### config.mk
export PLATFORM = sky130hd
export DESIGN_NAME = gen_case_serial_sub
export DESIGN_NICKNAME = d
export VERILOG_FILES = /design/src/rtl/gen_case_serial_sub_pkg.sv /design/src/rtl/gen_case_serial_sub_digit.sv /design/src/rtl/gen_case_serial_sub.sv
export SDC_FILE = /design/constraint.sdc
export NUM_CORES = 1
export LEC_CHECK = 0
export CAP_MARGIN = 15
export CORE_MARGIN = 2
export CORE_UTILIZATION = 50
export CTS_CLUSTER_DIAMETER = 200
export DETAILED_ROUTE_END_ITERATION = 6
export GPL_ROUTABILITY_DRIVEN = 0
export HOLD_SLACK_MARGIN = 0.03
export PLACE_DENSITY = 0.79
export SYNTH_ARGS = -nofsm -noshare
export SYNTH_HDL_FRONTEND = slang
export SYNTH_SLANG_ARGS = --single-unit
### constraint.sdc
create_clock -name clk -period 2.1 [get_ports clk]
set_clock_uncertainty 0.05 [all_clocks]
set_input_delay 0.21 -clock clk [delete_from_list [all_inputs] [get_ports clk]]
set_output_delay 0.21 -clock clk [all_outputs]
set_load 0.01 [all_outputs]
### src/rtl/gen_case_serial_sub_pkg.sv
`default_nettype none
// ============================================================================
// gen_case_serial_sub_pkg : FSM encodings, default sizes, digit-width helper
// Rev 1.0
// ============================================================================
package gen_case_serial_sub_pkg;

  localparam logic [1:0] S_IDLE = 2'd0;
  localparam logic [1:0] S_RUN  = 2'd1;
  localparam logic [1:0] S_DONE = 2'd2;

  localparam int DEF_N = 8;
  localparam int DEF_D = 1;

  // Unsupported digit widths collapse to a single-bit slice.
  function automatic int digit_w(input int d);
    case (d)
      2:       return 2;
      4:       return 4;
      default: return 1;
    endcase
  endfunction

endpackage
`default_nettype wire

### src/rtl/gen_case_serial_sub_digit.sv
`default_nettype none
// ============================================================================
// gen_case_serial_sub_digit : W-bit ripple-borrow subtract slice, {bo,d}=a-b-bi
// Rev 1.0
// ============================================================================
module gen_case_serial_sub_digit
  import gen_case_serial_sub_pkg::*;
#(
  parameter int W = 1
) (
  input  logic [W-1:0] i_a,
  input  logic [W-1:0] i_b,
  input  logic         i_bin,
  output logic [W-1:0] o_d,
  output logic         o_bout
);

  logic [W:0] w_brw;

  assign w_brw[0] = i_bin;

  for (genvar i = 0; i < W; i++) begin : g_bit
    assign o_d[i]       = i_a[i] ^ i_b[i] ^ w_brw[i];
    assign w_brw[i + 1] = (~i_a[i] & i_b[i]) | (~(i_a[i] ^ i_b[i]) & w_brw[i]);
  end

  assign o_bout = w_brw[W];

endmodule
`default_nettype wire

### src/rtl/gen_case_serial_sub.sv
`default_nettype none
// ============================================================================
// gen_case_serial_sub : digit-serial unsigned subtractor, LSB first, start/done
// Rev 1.0
// ============================================================================
module gen_case_serial_sub
  import gen_case_serial_sub_pkg::*;
#(
  parameter int N = DEF_N,
  parameter int D = DEF_D
) (
  input  logic         clk,
  input  logic         rst,
  input  logic         start,
  input  logic [N-1:0] in1,
  input  logic [N-1:0] in2,
  input  logic         borrow_in,
  output logic [N-1:0] diff,
  output logic         borrow_out,
  output logic         busy,
  output logic         done
);

  localparam int c_DW   = digit_w(D);
  localparam int c_NDIG = N / c_DW;
  localparam int c_CW   = $clog2(c_NDIG) + 1;
  localparam logic [c_CW-1:0] c_LAST = c_CW'(c_NDIG - 1);

  logic [1:0]      r_state;
  logic [1:0]      w_next;
  logic [N-1:0]    r_a;
  logic [N-1:0]    r_b;
  logic [N-1:0]    r_res;
  logic            r_brw;
  logic [c_CW-1:0] r_cnt;
  logic [N-1:0]    r_diff;
  logic            r_bout;

  logic [c_DW-1:0] w_d;
  logic            w_bnext;
  logic [N-1:0]    w_res_next;
  logic            w_accept;
  logic            w_last;

  // Exactly one slice is elaborated; its width always equals c_DW.
  generate
    case (D)
      2: begin : g_d2
        gen_case_serial_sub_digit #(.W(2)) u_digit (
          .i_a(r_a[c_DW-1:0]), .i_b(r_b[c_DW-1:0]), .i_bin(r_brw),
          .o_d(w_d), .o_bout(w_bnext)
        );
      end
      4: begin : g_d4
        gen_case_serial_sub_digit #(.W(4)) u_digit (
          .i_a(r_a[c_DW-1:0]), .i_b(r_b[c_DW-1:0]), .i_bin(r_brw),
          .o_d(w_d), .o_bout(w_bnext)
        );
      end
      default: begin : g_d1
        gen_case_serial_sub_digit #(.W(1)) u_digit (
          .i_a(r_a[c_DW-1:0]), .i_b(r_b[c_DW-1:0]), .i_bin(r_brw),
          .o_d(w_d), .o_bout(w_bnext)
        );
      end
    endcase
  endgenerate

  assign w_accept   = start && ((r_state == S_IDLE) || (r_state == S_DONE));
  assign w_last     = (r_cnt == c_LAST);
  assign w_res_next = (r_res >> c_DW) | (N'(w_d) << (N - c_DW));

  always_ff @(posedge clk or posedge rst) begin
    if (rst) begin
      r_state <= S_IDLE;
    end else begin
      r_state <= w_next;
    end
  end

  always_comb begin
    w_next = r_state;
    case (r_state)
      S_IDLE:  w_next = start ? S_RUN : S_IDLE;
      S_RUN:   w_next = w_last ? S_DONE : S_RUN;
      S_DONE:  w_next = start ? S_RUN : S_IDLE;
      default: w_next = S_IDLE;
    endcase
  end

  always_comb begin
    busy = (r_state == S_RUN);
    done = (r_state == S_DONE);
  end

  always_ff @(posedge clk or posedge rst) begin
    if (rst) begin
      r_a    <= '0;
      r_b    <= '0;
      r_res  <= '0;
      r_brw  <= 1'b0;
      r_cnt  <= '0;
      r_diff <= '0;
      r_bout <= 1'b0;
    end else if (w_accept) begin
      r_a   <= in1;
      r_b   <= in2;
      r_brw <= borrow_in;
      r_cnt <= '0;
    end else if (r_state == S_RUN) begin
      r_a   <= r_a >> c_DW;
      r_b   <= r_b >> c_DW;
      r_res <= w_res_next;
      r_brw <= w_bnext;
      r_cnt <= r_cnt + 1'b1;
      if (w_last) begin
        r_diff <= w_res_next;
        r_bout <= w_bnext;
      end
    end
  end

  assign diff       = r_diff;
  assign borrow_out = r_bout;

endmodule
`default_nettype wire
==> results of run 1 <==
[worst max-delay path by stage]
| stage | slack (ps) | startpoint | endpoint |
|---|---|---|---|
| finish | 230 | r_state[1] | busy |
| global route | 140 | r_state[1] | busy |
| CTS | 210 | r_state[1] | busy |
| detailed placement | 400 | r_cnt[0] | diff[5] |
| global placement | 500 | r_cnt[0] | diff[7] |
| floorplan | 590 | r_state[1] | diff[0] |
[worst register-to-register path, delay by kind of cell, from the launching register on]
family	cells	cell delay, ps
AND/OR/NAND/NOR	2	520
multiplexers	1	400
adder cells (fa/ha/maj)	1	210
flip-flops	1	420
[logic make-up (layout without fill, tap and decap cells)]
kind of cell               count (synthesis)  after routing  synth area share [%]
AOI/OAI and AO/OA                         19             19                  8.37
xor gates and xnor gates                   1              1                 0.533
adders and majority gates                  2              2                  1.98
buffers and inverters                     14             48                  3.81
DFF                                       39             39                  59.4
muxes                                     12             12                  7.99
and+or+nand+nor                           69             69                  18.0
[layout by cell type, fill, tap and decap left out, drive strengths merged, types with 2 or more instances in the layout]
cell / count
a22oi: 7
a31oi: 6
inv: 5
a221o: 2
mux2: 9
clkdlybuf4s50: 30
nor3: 2
nor2: 9
nand2: 46
a22o: 2
buf: 5
nand2b: 2
clkbuf: 8
dfrtp: 39
mux2i: 3
nand3: 7
[flip-flops by register name, indices dropped and copies added, names as in the netlist]
name,cells
r_b,8
borrow_out,1
r_cnt,4
r_res,7
r_state,2
r_brw,1
diff,8
r_a,8
[metrics by stage]
stage	cells	util, %
final	234	66.5
after global routing	234	66.5
after CTS	234	66.5
after detailed placement	226	64.2
after global placement	226	64.2
after floorplan	156	-
[metal layers]
layer / part of all wire, % / vias up / routed length, um / global-route usage, %
li1: - / 591 / - / -
met1: 44 / 599 / 1410 / 24.8
met2: 49 / 33 / 1550 / 30.9
met3: 5.2 / 6 / 166 / 6.51
met4: 1.4 / 0 / 44 / 9.12
met5: 0 / - / 0 / 0
[power by group through the flow]
stage	clock [mW]	combinational [mW]	sequential [mW]
after floorplan	0	0.814	1.30
after global placement	0	1.20	1.29
after detailed placement	0	1.25	1.32
after CTS	0.435	1.26	1.30
after global routing	0.472	1.40	1.34
final	0.430	1.24	1.30
[final cells by class]
| class | instances | area share [%] |
|---|---|---|
| Clock buffer | 8 | 3.34 |
| Inverter | 5 | 0.910 |
| Multi-Input combinational cell | 103 | 29.4 |
| Sequential cell | 39 | 47.3 |
| Tap cell | 44 | 2.67 |
| Timing Repair Buffer | 35 | 16.4 |
==> impl_metrics.tcl, run 1 <==
set metrics [dict create \
    worstSkewPairLatency_ps 340 \
    power_frac_seq_pct 43.7 \
    grt_use_total_pct 19.6 \
    finalInstanceArea_um2 2060 \
    grt_pass1_vias 1211 \
    fin_crit_sh_pct 88.9 \
    portBuffers 30 \
    drtIter0Drc 78 \
    p_int_mw 1.88 \
    regArea_um2 976 \
    drv_slew 0 \
    p_leak_nw 0.972 \
    grt_pass1_wl_um 5280 \
    cts_buffer_depth 2 \
    worstSetupPathType "flop to primary output" \
    synth_cells 156 \
    outcome "complete, no violations" \
    crit_path_end_kind "primary output" \
    cp.arrival_ps 1610 \
    fin_hold_ws_ps 202 \
    yosysSeqAreaShare_pct 59.4 \
    antenna_found_initial 0 \
    synth_most_common_cell "nand2_1" \
    nNetsFinal 211 \
    fmax_mhz 536 \
    routedWlPerCell_um 13.5 \
    tightest_slew_ps 788 \
    multi_input_area_um2 606 \
    ys_top_cells_by_count "46 x nand2_1, 39 x dfrtp_1, 9 x mux2_2, 9 x nor2_1" \
    start_kind "flop" \
    drive_gt1_share_pct 11.6 \
    grt_max_degree 40 \
    rows 20 \
    synth.distinct_cells 25 \
    cts.clk_slew.worst_paths_ps 110 \
    rsz0062_at_grt "no" \
    combPwrFrac_pct 41.8 \
    path_cells "nand2b_1, inv_1, clkdlybuf4s50_1" \
    netlist_area_um2 1640 \
    rr_endpoint "diff[4]" \
    finalSetupViolCount 0 \
    synthToLayoutAreaGrowth_pct 25.4 \
    ir_drop_mv 0.627 \
    min_period_ps 1870 \
    reg2reg_slack_ps 390 \
    ctsResizeCount 0 \
    cts-root-buf "clkbuf_4" \
    vias 1229 \
    viasPerCell 5.25 \
    yosys_register_bits 39 \
    grt_overflow 0 \
    cts_buffers 5 \
    holdCritPathClass "primary input to async pin" \
    tns_ps 0 \
    die_y_um 61.3 \
    finalWirelength_um 3170 \
    p_per_area_nw_per_um2 1440 \
    fin_ws_ps 233 \
    p_total_mw 2.98 \
    drtAntennaViolNets 0 \
    slew_headroom_pct 47.5 \
    synth_fp_nets 178 \
    path_delay_family "buffers and inverters" \
    r2r-start "r_cnt[0]" \
    hold_viol 0 \
    initial_core_util_pct 53.0 \
    cts_tree "done" \
    power_frac_clock_pct 14.5 \
    drc 0 \
    htreeDepth 2 \
    placed_area_um2 1990 \
    cp_num_buf_inv 2 \
    maxCapViolations 0 \
    synthArstFlopShare_pct 100 \
    postCtsSetupBuffers 0 \
    ys_warn_count 0 \
    fp.coreArea_um2 3100 \
    cp.depth 3 \
    synth.avg_cell_area_um2 10.5 \
    cts.sinks 39 \
    dp_hpwl_um 2190 \
    yosys_most_used_dff "dfrtp_1" \
    die_x_um 61.3 \
    crit_slowest_cell "clkdlybuf4s50_1" \
    switching_power_mw 1.09 \
    swShare_pct 36.7 \
    synth_area_leader_cell "dfrtp_1" \
    fillers 264 \
    critPathRequiredTime_ps 1840 \
    r2r_cells 4 \
    dr.pass1.iters 4 \
    synth_top_area_share_pct 59.4 \
    path_max_fanout 4 \
    cpPeakStageDelay_ps 540 \
    synth-edff-count 0 \
    ios 31 \
    netlist_top_cells_area "dfrtp_1 59%, nand2_1 11%, mux2_2 6.2%" \
    antennaDiodeCount 0 \
    dieArea_um2 3760 \
    cts-hold-fix-buffers 0 \
    dpl_worst_slack_ps 404 \
]
Note: power is estimated with default switching activity, not from simulation.
==> run 2, diff against run 1 <==
Settings changed: ABC_CLOCK_PERIOD_IN_PS from default to 2100, CTS_BUF_LIST from default to sky130_fd_sc_hd__clkbuf_16.
==> run 2 against run 1 <==
Net effect:
- hold slack improved by 87 ps
- non-clock buffer count unchanged
- total power rose by 9.1%
- cell count is the same
- critical endpoint unchanged
- utilization grew 2.2 points
==> impl_metrics.tcl, run 2 (synthesis results as in run 1) <==
set metrics [dict create \
    swShare_pct 34.8 \
    p_total_mw 3.25 \
    cp.depth 3 \
    initial_core_util_pct 53.0 \
    fillers 251 \
    power_frac_clock_pct 21.3 \
    grt_pass1_vias 1248 \
    crit_slowest_cell "clkdlybuf4s50_1" \
    tightest_slew_ps 797 \
    switching_power_mw 1.13 \
    p_per_area_nw_per_um2 1520 \
    tns_ps 0 \
    reg2reg_slack_ps 400 \
    p_leak_nw 1.00 \
    hold_viol 0 \
    endpoint "busy" \
    drv_slew 0 \
    r2r_cells 4 \
    maxCapViolations 0 \
    start_kind "flop" \
    synthToLayoutAreaGrowth_pct 29.5 \
    antennaDiodeCount 0 \
    worstSetupPathType "flop to primary output" \
    crit_path_start "r_state[1]" \
    cts.clk_slew.worst_paths_ps 60 \
    ctsResizeCount 0 \
    finalWirelength_um 3220 \
    fp.coreArea_um2 3100 \
    p_int_mw 2.12 \
    routedWlPerCell_um 13.7 \
    htreeDepth 2 \
    vias 1240 \
    ios 31 \
    rsz0062_at_grt "no" \
    cp.arrival_ps 1510 \
    die_x_um 61.3 \
    worstSkewPairLatency_ps 270 \
    grt_pass1_wl_um 5410 \
    combPwrFrac_pct 38.4 \
    fmax_mhz 565 \
    grt_use_total_pct 19.8 \
    holdCritPathClass "primary input to async pin" \
    cts.sinks 39 \
    postCtsSetupBuffers 0 \
    path_max_fanout 4 \
    drc 0 \
    cts-root-buf "clkbuf_16" \
    die_y_um 61.3 \
    r2r-start "r_cnt[0]" \
    outcome "complete, no violations" \
    power_frac_seq_pct 40.3 \
    crit_path_end_kind "primary output" \
    ir_drop_mv 0.848 \
    viasPerCell 5.30 \
    path_cells "nand2b_1, inv_1, clkdlybuf4s50_1" \
    rows 20 \
    grt_max_degree 40 \
    dieArea_um2 3760 \
    cts_buffer_depth 2 \
    drtIter0Drc 64 \
    cp_num_buf_inv 2 \
    min_period_ps 1770 \
    cts-hold-fix-buffers 0 \
    cpPeakStageDelay_ps 540 \
    layout_common_cells "46 x nand2_1, 39 x dfrtp_1, 30 x clkdlybuf4s50_1" \
    dp_hpwl_um 2190 \
    drtAntennaViolNets 0 \
    layout_commonest_cell "nand2_1" \
    cts_tree "done" \
    rr_endpoint "diff[5]" \
    nNetsFinal 211 \
    dr.pass1.iters 4 \
    cts_buffers 5 \
    critPathRequiredTime_ps 1840 \
    portBuffers 30 \
    drive_gt1_share_pct 10.5 \
    grt_overflow 0 \
    path_delay_family "buffers and inverters" \
    antenna_found_initial 0 \
    finalSetupViolCount 0 \
    fin_crit_sh_pct 84.3 \
    slew_headroom_pct 46.9 \
]
run 2: cell count changes in the layout (fill, tap and decap cells not counted), sizes merged:
cell    change
clkbuf      -3
clkinv      +2
inv         +1
run 2: worst min path at each step:
stage / startpoint / endpoint / slack [ps] / cells after the start
detailed placement: r_res[1] / r_res[1] / 420 / 2
global placement: r_res[1] / r_res[1] / 400 / 2
finish: rst / r_b[2] / 290 / 3
CTS: rst / r_res[4] / 310 / 3
floorplan: in1[7] / r_a[7] / 290 / 2
global route: rst / r_b[2] / 350 / 3
run 2: final cells by class:
class | count | area (um^2) | share of cell area, %
Clock inverter | 3 | 11.3 | 0.529
Clock buffer | 5 | 125 | 5.88
Timing Repair Buffer | 35 | 338 | 15.9
Sequential cell | 39 | 976 | 45.8
Tap cell | 44 | 55.1 | 2.59
Multi-Input combinational cell | 103 | 606 | 28.4
Inverter | 5 | 18.8 | 0.881
run 2: per-stage QoR:
stage	instance area [um^2]	cells	setup slack (ps)	util [%]	hold slack (ps)
floorplan	1640	156	594	-	291
global placement	1990	226	505	64.2	405
detailed placement	1990	226	404	64.2	416
CTS	2130	234	319	68.6	315
global route	2130	234	240	68.6	354
finish	2130	234	329	68.6	289
run 2: tightest hold or removal path, delay by kind of cell:
family | cells | cell delay (ps)
buffers and inverters | 3 | 840
run 2: power by group through the flow:
stage	clock network, mW	registers [mW]	logic (mW)
floorplan	0	1.30	0.814
global placement	0	1.29	1.20
detailed placement	0	1.32	1.25
CTS	0.695	1.31	1.27
global route	0.731	1.35	1.40
finish	0.690	1.31	1.25
run 2: per-layer routing:
layer	part of all wire, %	wire length (um)	track usage, %
met1	45	1440	25.0
met2	48	1560	32.4
met3	4.4	140	4.41
met4	2.3	73	9.73
met5	0	0	0
==> run 3, diff against run 2 <==
Settings changed: ABC_CLOCK_PERIOD_IN_PS 2100 to 1500, CORE_UTILIZATION 50 to 46, PLACE_DENSITY 0.79 to 0.77.
Clock period 2.1 ns to 1.5 ns, I/O delays scaled along.
==> run 3 against run 2 <==
Net effect:
- via count increased by 2.3%
- largest cell class unchanged
- die area increased by 8.1%
- global-route usage decreased by 1.4 points
- sequential share of layout area decreased by 2.0 points
- wire length increased by 6.2%
- sequential power increased by 41%
- flip-flop and latch count unchanged
==> impl_metrics.tcl, run 3 (synthesis results as in run 1) <==
set metrics [dict create \
    outcome "complete, no violations" \
    finalWirelength_um 3420 \
    hold_viol 0 \
    cts_tree "done" \
    holdCritPathClass "primary input to async pin" \
    vias 1268 \
    cts-root-buf "clkbuf_16" \
    cts-hold-fix-buffers 0 \
    synthToLayoutAreaGrowth_pct 35.4 \
    layout_common_cells "45 x nand2_1, 39 x dfrtp_1, 28 x clkdlybuf4s50_1" \
    fmax_mhz 694 \
    fin_crit_sh_pct 96.1 \
    portBuffers 30 \
    worstSkewPairLatency_ps 280 \
    grt_use_total_pct 18.4 \
    crit_path_end_kind "flop" \
    cp.arrival_ps 1550 \
    drtAntennaViolNets 0 \
    fp.coreArea_um2 3390 \
    start_kind "flop" \
    drive_gt1_share_pct 15.4 \
    cts.sinks 39 \
    die_x_um 63.8 \
    finalSetupViolCount 0 \
    cts_buffer_depth 2 \
    tightest_slew_ps 301 \
    cts_buffers 5 \
    grt_max_degree 40 \
    grt_overflow 0 \
    path_max_fanout 7 \
    placed_area_um2 2070 \
    drv_slew 0 \
    antenna_found_initial 0 \
    critPathRequiredTime_ps 1600 \
    grt_pass1_vias 1229 \
    postCtsSetupBuffers 0 \
    cts.clk_slew.worst_paths_ps 50 \
    initial_core_util_pct 48.5 \
    drtIter0Drc 50 \
    p_leak_nw 1.05 \
    rows 21 \
    antennaDiodeCount 0 \
    nNetsFinal 218 \
    p_per_area_nw_per_um2 2110 \
    dp_hpwl_um 2480 \
    drc 0 \
    grt_pass1_wl_um 5620 \
    slew_headroom_pct 79.9 \
    layout_commonest_cell "nand2_1" \
    final_util_pct 65.7 \
    worstSetupPathType "flop to flop" \
    reg2reg_slack_ps 60 \
    ios 31 \
    routedWlPerCell_um 14.2 \
    min_period_ps 1440 \
    dieArea_um2 4070 \
    maxCapViolations 0 \
    ir_drop_mv 1.00 \
    dr.pass1.iters 4 \
    die_y_um 63.8 \
    finalInstanceArea_um2 2230 \
    viasPerCell 5.26 \
    htreeDepth 2 \
]
[run 3: cell count changes in the layout (fill, tap and decap cells not counted)]
cell,previous run,this run
ha_1,1,0
clkinv_1,2,0
buf_4,5,9
buf_12,0,2
clkdlybuf4s50_1,30,28
buf_6,0,1
nand2_2,0,1
nand2b_1,2,1
nand2_1,46,45
ha_4,0,1
nand2b_4,0,1
dlygate4sd2_1,0,2
[run 3: path summary, 6_finish.rpt]
kind                       cells after the start        to  startpoint
setup / recovery                               5   diff[4]    r_cnt[1]
hold / removal                                 3   diff[3]         rst
setup reg to reg                               5   diff[4]    r_cnt[1]
hold reg to reg                                2  r_res[1]    r_res[1]
max in group asynchronous                      3   diff[5]         rst
min in group clk                               3    r_a[7]      in1[7]
[run 3: final cells by class]
type                    instances  area (um^2)
clock buffers                   5          125
clock inverters                 1         3.75
fillers                       258         1160
inverters                       5         18.8
multi-input cells             103          628
flip-flops and latches         39          976
well taps                      46         57.6
repair buffers                 42          417
[run 3: repair_timing]
item	CTS	global route
gates resized for setup	4	4
pin swaps	0	0
setup endpoints to repair	6	12
[run 3: report_power, final]
group	total (mW)	switching [mW]	leakage [nW]	internal, mW
combinational	1.90	0.944	0.496	0.957
clock	0.943	0.353	0.0669	0.589
sequential	1.85	0.320	0.490	1.53
[run 3: metrics by stage]
step | hold WS [ps] | TNS (ps) | instances | total power, mW | setup slack (ps)
2_1_floorplan | 231 | -44.7 | 156 | 2.96 | -5.59
3_3_place_gp | 405 | 0 | 235 | 3.60 | 49.0
3_5_place_dp | 411 | -21.0 | 235 | 3.72 | -21.0
4_1_cts | 183 | 0 | 241 | 4.68 | 14.6
5_1_grt | 224 | -18.7 | 241 | 5.04 | -9.18
6_report | 176 | 0 | 241 | 4.70 | 58.3
[run 3: layer usage]
metal	vias to the layer above	global-route usage, %	wire, um
met1	614	22.0	1380
li1	600	-	-
met4	0	7.07	12
met5	-	0	0
met3	2	5.28	195
met2	52	31.4	1830
[run 3: critical path: stages (launching register included)]
cell and delay [ps]:
dfrtp_1 400, ha_4 170, nand2_2 70, nor3_4 140, buf_6 160, mux2_2 330
